### src/rtl/shift_mult_seq.sv
// Sequential shift-add multiplier: one multiplier bit per falling clock edge,
// LSB first, with optional two's-complement mode and a held result register.
`timescale 1ns/1ps
module shift_mult_seq #(
  parameter int unsigned WIDTH          = 8,
  parameter bit          SIGNED_SUPPORT = 1'b1
) (
  input  logic               clk,
  input  logic               rst_n,
  input  logic               start,
  input  logic               signed_mode,
  input  logic [WIDTH-1:0]   a,
  input  logic [WIDTH-1:0]   b,
  output logic               busy,
  output logic               done,
  output logic [2*WIDTH-1:0] y
);

  localparam int unsigned PW = 2 * WIDTH;
  localparam int unsigned AW = 2 * WIDTH + 1;
  localparam int unsigned CW = (WIDTH > 1) ? $clog2(WIDTH) : 1;
  localparam logic [CW-1:0] LAST_STEP = CW'(WIDTH - 1);

  typedef enum logic {IDLE, RUN} state_t;

  state_t           state;
  logic [WIDTH-1:0] a_reg;
  logic [WIDTH-1:0] b_reg;
  logic             smode;
  logic [AW-1:0]    acc;
  logic [CW-1:0]    step;

  logic             smode_in_c;
  logic             last_c;
  logic [WIDTH:0]   a_ext_c;
  logic [WIDTH:0]   pp_c;
  logic [WIDTH+1:0] full_c;
  logic [WIDTH:0]   sum_c;
  logic             fill_c;
  logic [AW-1:0]    acc_nxt_c;
  logic             unused_c;

  // Unsigned-only builds ignore the runtime mode input entirely.
  assign smode_in_c = SIGNED_SUPPORT ? signed_mode : 1'b0;

  // Bit 0 of the accumulator is shifted out and never needed again.
  assign unused_c = acc[0];

  // One add-and-shift step; the final signed step subtracts the multiplicand
  // because the multiplier MSB carries negative weight.
  always_comb begin
    last_c  = (step == LAST_STEP);
    a_ext_c = {smode & a_reg[WIDTH-1], a_reg};
    pp_c    = '0;
    if (b_reg[0]) begin
      pp_c = (smode && last_c) ? -a_ext_c : a_ext_c;
    end
    full_c    = {smode & acc[AW-1], acc[AW-1:WIDTH]} + {smode & pp_c[WIDTH], pp_c};
    sum_c     = full_c[WIDTH:0];
    fill_c    = smode ? full_c[WIDTH] : full_c[WIDTH+1];
    acc_nxt_c = {fill_c, sum_c, acc[WIDTH-1:1]};
  end

  // Control FSM and datapath registers, updated on the falling clock edge.
  always_ff @(negedge clk or negedge rst_n) begin
    if (!rst_n) begin
      state <= IDLE;
      busy  <= 1'b0;
      done  <= 1'b0;
      y     <= '0;
      a_reg <= '0;
      b_reg <= '0;
      smode <= 1'b0;
      acc   <= '0;
      step  <= '0;
    end else begin
      done <= 1'b0;
      case (state)
        IDLE: begin
          if (start) begin
            a_reg <= a;
            b_reg <= b;
            smode <= smode_in_c;
            acc   <= '0;
            step  <= '0;
            busy  <= 1'b1;
            state <= RUN;
          end
        end
        RUN: begin
          acc   <= acc_nxt_c;
          b_reg <= b_reg >> 1;
          step  <= step + CW'(1);
          if (last_c) begin
            y     <= acc_nxt_c[PW-1:0];
            done  <= 1'b1;
            busy  <= 1'b0;
            state <= IDLE;
          end
        end
        default: state <= IDLE;
      endcase
    end
  end

endmodule

### config.mk
export PLATFORM = sky130hd
export DESIGN_NAME = shift_mult_seq
export DESIGN_NICKNAME = d
export VERILOG_FILES = /design/src/rtl/shift_mult_seq.sv
export SDC_FILE = /design/constraint.sdc
export NUM_CORES = 1
export LEC_CHECK = 0
export ABC_AREA = 1
export CAP_MARGIN = 5
export CELL_PAD_IN_SITES_DETAIL_PLACEMENT = 1
export CELL_PAD_IN_SITES_GLOBAL_PLACEMENT = 2
export CORE_ASPECT_RATIO = 0.75
export CORE_MARGIN = 4
export CORE_UTILIZATION = 36
export CTS_BUF_LIST = sky130_fd_sc_hd__clkbuf_2
export DETAILED_ROUTE_END_ITERATION = 8
export GPL_TIMING_DRIVEN = 0
export HOLD_SLACK_MARGIN = 0.12
export MAX_ROUTING_LAYER = met4
export PLACE_DENSITY = 0.95
export RECOVER_POWER = 25
export SYNTH_ARGS = -nofsm -noshare
export SYNTH_HDL_FRONTEND = slang
export SYNTH_SLANG_ARGS = --single-unit
### constraint.sdc
create_clock -name clk -period 4.3 [get_ports clk]
set_clock_uncertainty 0.1 [all_clocks]
set_input_delay 0.645 -clock clk [delete_from_list [all_inputs] [get_ports clk]]
set_output_delay 0.645 -clock clk [all_outputs]
set_load 0.05 [all_outputs]
==> results of run 1 <==
-- per-stage QoR --
step | total power, mW | TNS (ns) | util [%] | area [µm²]
detailed placement | 2.35 | 0 | 44.1 | 3250
finish | 2.55 | 0 | 44.7 | 3290
floorplan | 1.90 | 0 | - | 2740
global placement | 2.28 | -72.87 | 43.9 | 3230
global route | 2.77 | 0 | 44.7 | 3290
CTS | 2.59 | 0 | 45.1 | 3320
-- synthesized netlist by cell type --
master	number
nand2_1	91
dfrtn_1	55
nand3_1	39
inv_1	37
o21ai_0	23
a21oi_1	19
nor2_1	18
ha_1	12
o22ai_1	7
buf_2	5
nand4_1	4
buf_6	3
a21o_1	2
a22o_1	2
inv_2	2
nand2_2	2
a21oi_2	1
buf_1	1
buf_4	1
fa_1	1
mux2_2	1
nor3_2	1
o211ai_1	1
or2_1	1
xnor2_1	1
-- repair_timing --
action                                  4_1_cts  5_1_grt
endpoints found under the hold margin         0        0
hold buffers                                  0        0
gates resized for setup                      52        2
endpoints found under the setup margin       18        2
-- layer usage --
layer	part of all wire (%)	wire, µm	up-vias
li1	-	-	1162
met1	50	3690	1156
met2	46	3380	29
met3	2.6	190	8
met4	1.0	73	0
met5	0	0	-
-- worst reg2reg max path: stages (launching register included) --
cell and delay (ns):
dfrtn_1 0.43, ha_1 0.22, ha_1 0.21, nand2_1 0.16, inv_1 0.14, nand2_1 0.12
o21ai_0 0.08, a21oi_1 0.26, ha_1 0.35, a21oi_1 0.20, nand2_1 0.16, nand2_1 0.15
nand2_1 0.09, nand2_1 0.07, nand3_1 0.06, nand2_1 0.06, nand2_1 0.05
-- final cells by class --
cell class | count | area (µm²)
Multi-Input combinational cell | 226 | 1150
Inverter | 39 | 146
Clock buffer | 5 | 25.0
Timing Repair Buffer | 37 | 369
Sequential cell | 55 | 1380
Tap cell | 101 | 126
Buffer | 10 | 68.8
Fill cell | 931 | 4080
Clock inverter | 3 | 28.8
-- where the power goes --
part	total, mW	internal (mW)	switching (mW)
clock	0.238	0.0475	0.191
combinational	1.41	0.474	0.938
sequential	0.900	0.769	0.131
total	2.55	1.29	1.26
-- worst max-delay path by stage --
stage	start	end	slack, ns	depth (start not counted)
2_1_floorplan	start	a_reg[7]$_DFFE_NN0P_	0.61	3
3_3_place_gp	rst_n	y[3]$_DFFE_NN0P_	-1.33	1
3_5_place_dp	y[8]$_DFFE_NN0P_	y[8]	0.19	1
4_1_cts	y[13]$_DFFE_NN0P_	y[13]	0.001	1
5_1_grt	rst_n	acc[10]$_DFFE_NN0P_	0.03	2
6_report	y[4]$_DFFE_NN0P_	y[4]	0.12	1
-- logic make-up after synthesis --
logic type,after synthesis,synth area share [%]
and+or+nand+nor,156,24.0
xor gates and xnor gates,1,0.319
DFF,55,50.2
AOI/OAI and AO/OA,55,11.0
adders and majority gates,13,6.20
buffers and inverters,49,7.89
muxes,1,0.410
==> impl_metrics.env, run 1 <==
export IMPL_yosys_warnings=0
export IMPL_nets=407
export IMPL_start_kind="flop"
export IMPL_total_leakage_power_nw=1.66
export IMPL_dp_cells=468
export IMPL_die_h_um=83.6
export IMPL_ant_nets=0
export IMPL_hold_end="step[0]$_DFFE_NN0P_"
export IMPL_drt_iter0_drc=61
export IMPL_die_w_um=109
export IMPL_cts_sinks=55
export IMPL_outcome="complete, no violations"
export IMPL_synth_area_leaders="dfrtn_1 (50%), nand2_1 (12%), nand3_1 (7.1%), ha_1 (5.5%), inv_1 (5.1%)"
export IMPL_fin_cells=476
export IMPL_rows=27
export IMPL_synth_area_per_cell_um2=8.31
export IMPL_antenna_cells=0
export IMPL_arrival_ns=3.43
export IMPL_cp_slowest_stage_delay_ns=0.49
export IMPL_setup_violations=0
export IMPL_grt_pass1_wl_um=12100
export IMPL_ios=38
export IMPL_rsz0062_at_grt="no"
export IMPL_ys_ff_latch=55
export IMPL_clkTransAtPathRegs_ns=0.22
export IMPL_syn_cell_area_um2=2740
export IMPL_yosysUniqueCellTypes=25
export IMPL_r2r_cells=16
export IMPL_synth_nets=363
export IMPL_antenna_found_initial=0
export IMPL_cellPowerDensity_nw_per_um2=775
export IMPL_gp_routability_congestion=0.815
export IMPL_worstPathRequired_ns=3.56
export IMPL_crit_slowest_cell="dfrtn_1"
export IMPL_die_area_um2=9100
export IMPL_cts_setup_buffers=0
export IMPL_critPathMaxFanout=2
export IMPL_grt_ovfl_total=0
export IMPL_hold_path_class="reg2reg"
export IMPL_gr_usage_all_layers_pct=17.6
export IMPL_cap_viol_max_count=0
export IMPL_path_class="reg2out"
export IMPL_wl_per_cell_um=15.4
export IMPL_coreArea_um2=7360
export IMPL_mostFrequentLayoutCells="nand2_1 (92), dfrtn_1 (55), nand3_1 (39)"
export IMPL_met3_usage_pct=3.17
export IMPL_synth_seq_area_share_pct=50.2
export IMPL_htreeDepth=2
export IMPL_busiest_layer="met2"
export IMPL_cp_num_buf_inv=1
export IMPL_syn_instance_count=330
export IMPL_postLayoutSetupSlackWorst_ns=0.120
export IMPL_first_pass_iters=4
export IMPL_clock_path_buffers=2
export IMPL_ctsRootBufferMaster="clkbuf_2"
export IMPL_finalHoldViolCount=0
export IMPL_slew_viol_final=0
export IMPL_synth_area_leader_cell="dfrtn_1"
export IMPL_syn2layout_area_growth_pct=19.9
export IMPL_place_ws_ns=0.192
export IMPL_grt_pass1_vias=2491
export IMPL_end_kind="output port"
export IMPL_r2r_start="step[0]$_DFFE_NN0P_"
export IMPL_holdWs_ns=0.335
export IMPL_cts_tree="done"
export IMPL_r2r_setup_slack_ns=1.31
export IMPL_tightest_slew_ns=0.998
export IMPL_clk_latency_ns=0.42
export IMPL_crit_chain="clkdlybuf4s15_2"
export IMPL_drive_above_1_share_pct=10.9
export IMPL_vias=2355
export IMPL_synth_top_area_share_pct=50.2
export IMPL_wirelength_um=7340
export IMPL_grtUsageMet1_pct=24.0
export IMPL_min_path_cells=1
export IMPL_grt_max_degree=40
export IMPL_numCtsBuffers=5
export IMPL_r2r_end="acc[16]$_DFFE_NN0P_"
export IMPL_portBuffers=36
export IMPL_hp_start="step[0]$_DFFE_NN0P_"
export IMPL_viasPerCell=4.95
export IMPL_slew_headroom_pct=33.5
export IMPL_met2_usage_pct=27.1
export IMPL_start_util_pct=37.3
export IMPL_layout_commonest_cell="nand2_1"
export IMPL_dp_hpwl_um=5420
export IMPL_crit_family="flip-flops"
export IMPL_top_regs="acc: 16 flops, y: 16 flops"
export IMPL_ir_drop_mv=0.314
export IMPL_drc_errors=0
(Power assumes the default switching activity.)
==> run 2: changes to the inputs <==
--- a/config.mk
+++ b/config.mk
@@ -11,12 +11,10 @@
 export CELL_PAD_IN_SITES_GLOBAL_PLACEMENT = 2
 export CORE_ASPECT_RATIO = 0.75
 export CORE_MARGIN = 4
-export CORE_UTILIZATION = 36
-export CTS_BUF_LIST = sky130_fd_sc_hd__clkbuf_2
+export CORE_UTILIZATION = 35
 export DETAILED_ROUTE_END_ITERATION = 8
 export GPL_TIMING_DRIVEN = 0
 export HOLD_SLACK_MARGIN = 0.12
-export MAX_ROUTING_LAYER = met4
 export PLACE_DENSITY = 0.95
 export RECOVER_POWER = 25
 export SYNTH_ARGS = -nofsm -noshare
==> constraint.sdc (replaced) <==
create_clock -name clk -period 5.1 [get_ports clk]
set_clock_uncertainty 0.1 [all_clocks]
set_input_delay 0.765 -clock clk [delete_from_list [all_inputs] [get_ports clk]]
set_output_delay 0.765 -clock clk [all_outputs]
set_load 0.05 [all_outputs]
==> impl_metrics.env, run 2 (synthesis gave the netlist of run 1 again) <==
export IMPL_crit_family="buffers and inverters"
export IMPL_cap_viol_max_count=0
export IMPL_arrival_ns=4.12
export IMPL_crit_chain="clkdlybuf4s50_1"
export IMPL_p_int_mw=1.17
export IMPL_path_class="reg2out"
export IMPL_power_total_mw=2.22
export IMPL_outcome="complete, no violations"
export IMPL_grt_max_degree=36
export IMPL_tightest_slew_ns=1.30
export IMPL_fillers=915
export IMPL_slew_headroom_pct=13.7
export IMPL_vias=2385
export IMPL_clk_latency_ns=0.31
export IMPL_die_area_um2=9340
export IMPL_drt_iter0_drc=79
export IMPL_worstPathRequired_ns=4.24
export IMPL_ant_nets=0
export IMPL_drive_above_1_share_pct=6.13
export IMPL_holdWs_ns=0.327
export IMPL_wl_per_cell_um=15.1
export IMPL_gp_routability_congestion=0.775
export IMPL_mostFrequentLayoutCells="nand2_1 (92), dfrtn_1 (55), nand3_1 (39)"
export IMPL_cts_sinks=55
export IMPL_htreeDepth=2
export IMPL_ctsRootBufferMaster="clkbuf_8"
export IMPL_cts_hold_buf=0
export IMPL_ir_drop_mv=0.353
export IMPL_cts_tree="done"
export IMPL_cts_setup_buffers=0
export IMPL_grt_ovfl_total=0
export IMPL_power_switching_mw=1.06
export IMPL_setup_violations=0
export IMPL_start_kind="flop"
export IMPL_coreArea_um2=7470
export IMPL_p_seq_share_pct=34.0
export IMPL_slew_viol_final=0
export IMPL_die_w_um=110
export IMPL_wirelength_um=7170
export IMPL_start_util_pct=36.8
export IMPL_critPathMaxFanout=2
export IMPL_dp_hpwl_um=5430
export IMPL_clkTransAtPathRegs_ns=0.07
export IMPL_cellPowerDensity_nw_per_um2=667
export IMPL_crit_slowest_cell="clkdlybuf4s50_1"
export IMPL_portBuffers=36
export IMPL_ios=38
export IMPL_top_regs="acc: 16 flops, y: 16 flops"
export IMPL_dp_cells=468
export IMPL_first_pass_iters=4
export IMPL_end_kind="output port"
export IMPL_fin_cells=476
export IMPL_nets=407
export IMPL_numCtsBuffers=5
export IMPL_finalHoldViolCount=0
export IMPL_viasPerCell=5.01
export IMPL_hold_path_class="reg2reg"
export IMPL_swShare_pct=47.4
export IMPL_syn2layout_area_growth_pct=21.6
export IMPL_cp_slowest_stage_delay_ns=0.82
export IMPL_drc_errors=0
export IMPL_setup_tns_ns=0
export IMPL_die_h_um=84.7
export IMPL_layout_commonest_cell="nand2_1"
export IMPL_total_leakage_power_nw=1.67
export IMPL_rows=27
export IMPL_ctsResizeCount=0
export IMPL_antenna_cells=0
export IMPL_grt_pass1_vias=2575
export IMPL_rsz0062_at_grt="no"
export IMPL_clock_path_buffers=2
export IMPL_p_clk_share_pct=11.7
export IMPL_gr_usage_all_layers_pct=16.9
export IMPL_grt_pass1_wl_um=12600
export IMPL_p_comb_share_pct=54.2
export IMPL_antenna_found_initial=0
export IMPL_cp_num_buf_inv=1
==> run 2: changes by cell type in the layout (fill, tap and decap cells not counted), moves of 2 or more <==
cell	delta
clkdlybuf4s50_1	+18
clkdlybuf4s15_2	-16
clkbuf_2	-8
inv_6	+2
clkbuf_8	+5
==> run 2: layout make-up <==
| class | count | area [µm²] | share of cell area [%] |
|---|---|---|---|
| flip-flops and latches | 55 | 1380 | 41.3 |
| multi-input cells | 226 | 1150 | 34.4 |
| repair buffers | 37 | 374 | 11.2 |
| inverters | 39 | 146 | 4.39 |
| well taps | 101 | 126 | 3.79 |
| clock buffers | 5 | 68.8 | 2.06 |
| plain buffers | 10 | 68.8 | 2.06 |
| clock inverters | 3 | 26.3 | 0.788 |
==> run 2: worst paths after layout <==
kind                       slack (ns)            startpoint                    to  cells past startpoint
setup reg to reg                 2.24   step[0]$_DFFE_NN0P_   acc[16]$_DFFE_NN0P_                     16
hold / removal                   0.33  b_reg[7]$_DFFE_NN0P_  b_reg[7]$_DFFE_NN0P_                      2
hold reg to reg                  0.33  b_reg[7]$_DFFE_NN0P_  b_reg[7]$_DFFE_NN0P_                      2
max in group asynchronous        1.02                 rst_n   step[1]$_DFFE_NN0P_                      2
min in group asynchronous        3.04                 rst_n  a_reg[5]$_DFFE_NN0P_                      1
setup / recovery                 0.11      y[8]$_DFFE_NN0P_                  y[8]                      1
==> run 2: power groups by stage <==
| stage | clock network [mW] | logic (mW) | registers [mW] |
|---|---|---|---|
| after floorplan | 0 | 0.660 | 0.945 |
| after global placement | 0 | 1.17 | 0.758 |
| after detailed placement | 0 | 1.22 | 0.764 |
| after CTS | 0.271 | 1.22 | 0.760 |
| after global routing | 0.292 | 1.36 | 0.787 |
| final | 0.261 | 1.21 | 0.757 |
==> run 2: through the flow <==
stage          utilization (%)  setup slack, ns  cell area [µm²]
2_1_floorplan                -            0.889             2740
3_3_place_gp              43.3            -1.03             3230
3_5_place_dp              43.5            0.460             3250
4_1_cts                   44.7           0.0900             3340
5_1_grt                   44.7           0.0535             3340
6_report                  44.7            0.110             3340
==> run 2: per-layer routing <==
metal,routed length [µm],up-vias,GRT usage (%)
met2,3210,56,25.4
met5,0,-,0
met3,330,12,3.31
met4,103,0,4.36
met1,3530,1154,24.8
li1,-,1163,-
==> run 3: changes to the inputs <==
--- a/config.mk
+++ b/config.mk
@@ -17,6 +17,7 @@
 export HOLD_SLACK_MARGIN = 0.12
 export PLACE_DENSITY = 0.95
 export RECOVER_POWER = 25
+export SETUP_SLACK_MARGIN = 0.1
 export SYNTH_ARGS = -nofsm -noshare
 export SYNTH_HDL_FRONTEND = slang
 export SYNTH_SLANG_ARGS = --single-unit
==> impl_metrics.env, run 3 (synthesis gave the netlist of run 1 again) <==
export IMPL_startpoint="y[11]$_DFFE_NN0P_"
export IMPL_crit_family="buffers and inverters"
export IMPL_top_regs="acc: 16 flops, y: 16 flops"
export IMPL_cp_slowest_stage_delay_ns=0.80
export IMPL_grt_ovfl_total=0
export IMPL_rsz0062_at_grt="no"
export IMPL_htreeDepth=2
export IMPL_cts_sinks=55
export IMPL_arrival_ns=4.09
export IMPL_cts_tree="done"
export IMPL_grt_max_degree=36
export IMPL_die_w_um=110
export IMPL_drive_above_1_share_pct=6.13
export IMPL_cts_setup_buffers=0
export IMPL_nets=407
export IMPL_setup_violations=0
export IMPL_hp_start="b_reg[7]$_DFFE_NN0P_"
export IMPL_first_pass_iters=4
export IMPL_wirelength_um=7240
export IMPL_slew_viol_final=0
export IMPL_cellPowerDensity_nw_per_um2=661
export IMPL_ant_nets=0
export IMPL_p_clk_share_pct=11.8
export IMPL_ir_drop_mv=0.349
export IMPL_die_area_um2=9340
export IMPL_coreArea_um2=7470
export IMPL_p_seq_share_pct=34.1
export IMPL_power_switching_mw=1.06
export IMPL_tightest_slew_ns=1.29
export IMPL_rows=27
export IMPL_cp_num_buf_inv=1
export IMPL_die_h_um=84.7
export IMPL_critPathMaxFanout=2
export IMPL_cts_hold_buf=0
export IMPL_layout_commonest_cell="nand2_1"
export IMPL_drt_iter0_drc=88
export IMPL_grt_pass1_vias=2575
export IMPL_worstPathRequired_ns=4.24
export IMPL_antenna_cells=0
export IMPL_mostFrequentLayoutCells="nand2_1 (92), dfrtn_1 (55), nand3_1 (39)"
export IMPL_clk_latency_ns=0.31
export IMPL_end_kind="output port"
export IMPL_grt_pass1_wl_um=12600
export IMPL_outcome="complete, no violations"
export IMPL_clock_path_buffers=2
export IMPL_cap_viol_max_count=0
export IMPL_vias=2382
export IMPL_start_util_pct=36.8
export IMPL_portBuffers=36
export IMPL_finalHoldViolCount=0
export IMPL_ios=38
export IMPL_hold_path_class="reg2reg"
export IMPL_crit_slowest_cell="clkdlybuf4s50_1"
export IMPL_swShare_pct=47.6
export IMPL_syn2layout_area_growth_pct=22.5
export IMPL_antenna_found_initial=0
export IMPL_r2r_start="step[0]$_DFFE_NN0P_"
export IMPL_clkTransAtPathRegs_ns=0.07
export IMPL_dp_hpwl_um=5430
export IMPL_drc_errors=0
export IMPL_gr_usage_all_layers_pct=16.9
export IMPL_crit_chain="clkdlybuf4s50_1"
export IMPL_slew_headroom_pct=13.8
export IMPL_start_kind="flop"
export IMPL_p_int_mw=1.16
export IMPL_gp_routability_congestion=0.775
export IMPL_p_comb_share_pct=54.1
export IMPL_path_class="reg2out"
export IMPL_numCtsBuffers=5
export IMPL_fin_util_pct=45.0
export IMPL_ctsRootBufferMaster="clkbuf_8"
export IMPL_total_leakage_power_nw=1.82
export IMPL_viasPerCell=5.00
export IMPL_holdWs_ns=0.327
export IMPL_wl_per_cell_um=15.2
==> run 3: layer usage <==
| metal | vias to the layer above | track usage [%] | part of all wire (%) |
|---|---|---|---|
| li1 | 1163 | - | - |
| met1 | 1152 | 24.8 | 49 |
| met2 | 55 | 25.4 | 45 |
| met3 | 12 | 3.31 | 4.4 |
| met4 | 0 | 4.36 | 1.4 |
| met5 | - | 0 | 0 |
==> run 3: power by group through the flow <==
stage / Sequential [mW] / Combinational [mW] / Clock [mW]
6_report: 0.757 / 1.20 / 0.262
4_1_cts: 0.760 / 1.22 / 0.271
3_3_place_gp: 0.758 / 1.17 / 0
5_1_grt: 0.786 / 1.35 / 0.292
3_5_place_dp: 0.764 / 1.22 / 0
2_1_floorplan: 0.945 / 0.660 / 0
==> run 3: worst paths after layout <==
check / endpoint / slack (ns) / cells after the start
min in group asynchronous: a_reg[5]$_DFFE_NN0P_ / 3.04 / 1
setup reg to reg: acc[16]$_DFFE_NN0P_ / 2.24 / 16
setup / recovery: y[11] / 0.15 / 1
max in group asynchronous: step[1]$_DFFE_NN0P_ / 1.02 / 2
hold reg to reg: b_reg[7]$_DFFE_NN0P_ / 0.33 / 2
hold / removal: b_reg[7]$_DFFE_NN0P_ / 0.33 / 2
==> run 3: timing repair <==
item	4_1_cts	5_1_grt
gates resized for setup	1	11
pin swaps	0	0
endpoints found under the setup margin	1	11
==> run 3: layout make-up <==
| cell class | instances | area, µm² |
|---|---|---|
| fillers | 910 | 4100 |
| flip-flops and latches | 55 | 1380 |
| multi-input cells | 226 | 1150 |
| repair buffers | 37 | 400 |
| inverters | 39 | 146 |
| well taps | 101 | 126 |
| clock buffers | 5 | 68.8 |
| plain buffers | 10 | 68.8 |
| clock inverters | 3 | 26.3 |
==> run 3: through the flow <==
stage	instances	setup TNS, ns	power (mW)	setup slack [ns]	cell area (µm²)
6_report	476	0	2.22	0.146	3360
5_1_grt	476	0	2.43	0.112	3360
4_1_cts	476	0	2.25	0.117	3340
3_5_place_dp	468	0	1.98	0.460	3250
3_3_place_gp	467	-56.49	1.92	-1.03	3230
2_1_floorplan	330	0	1.60	0.889	2740
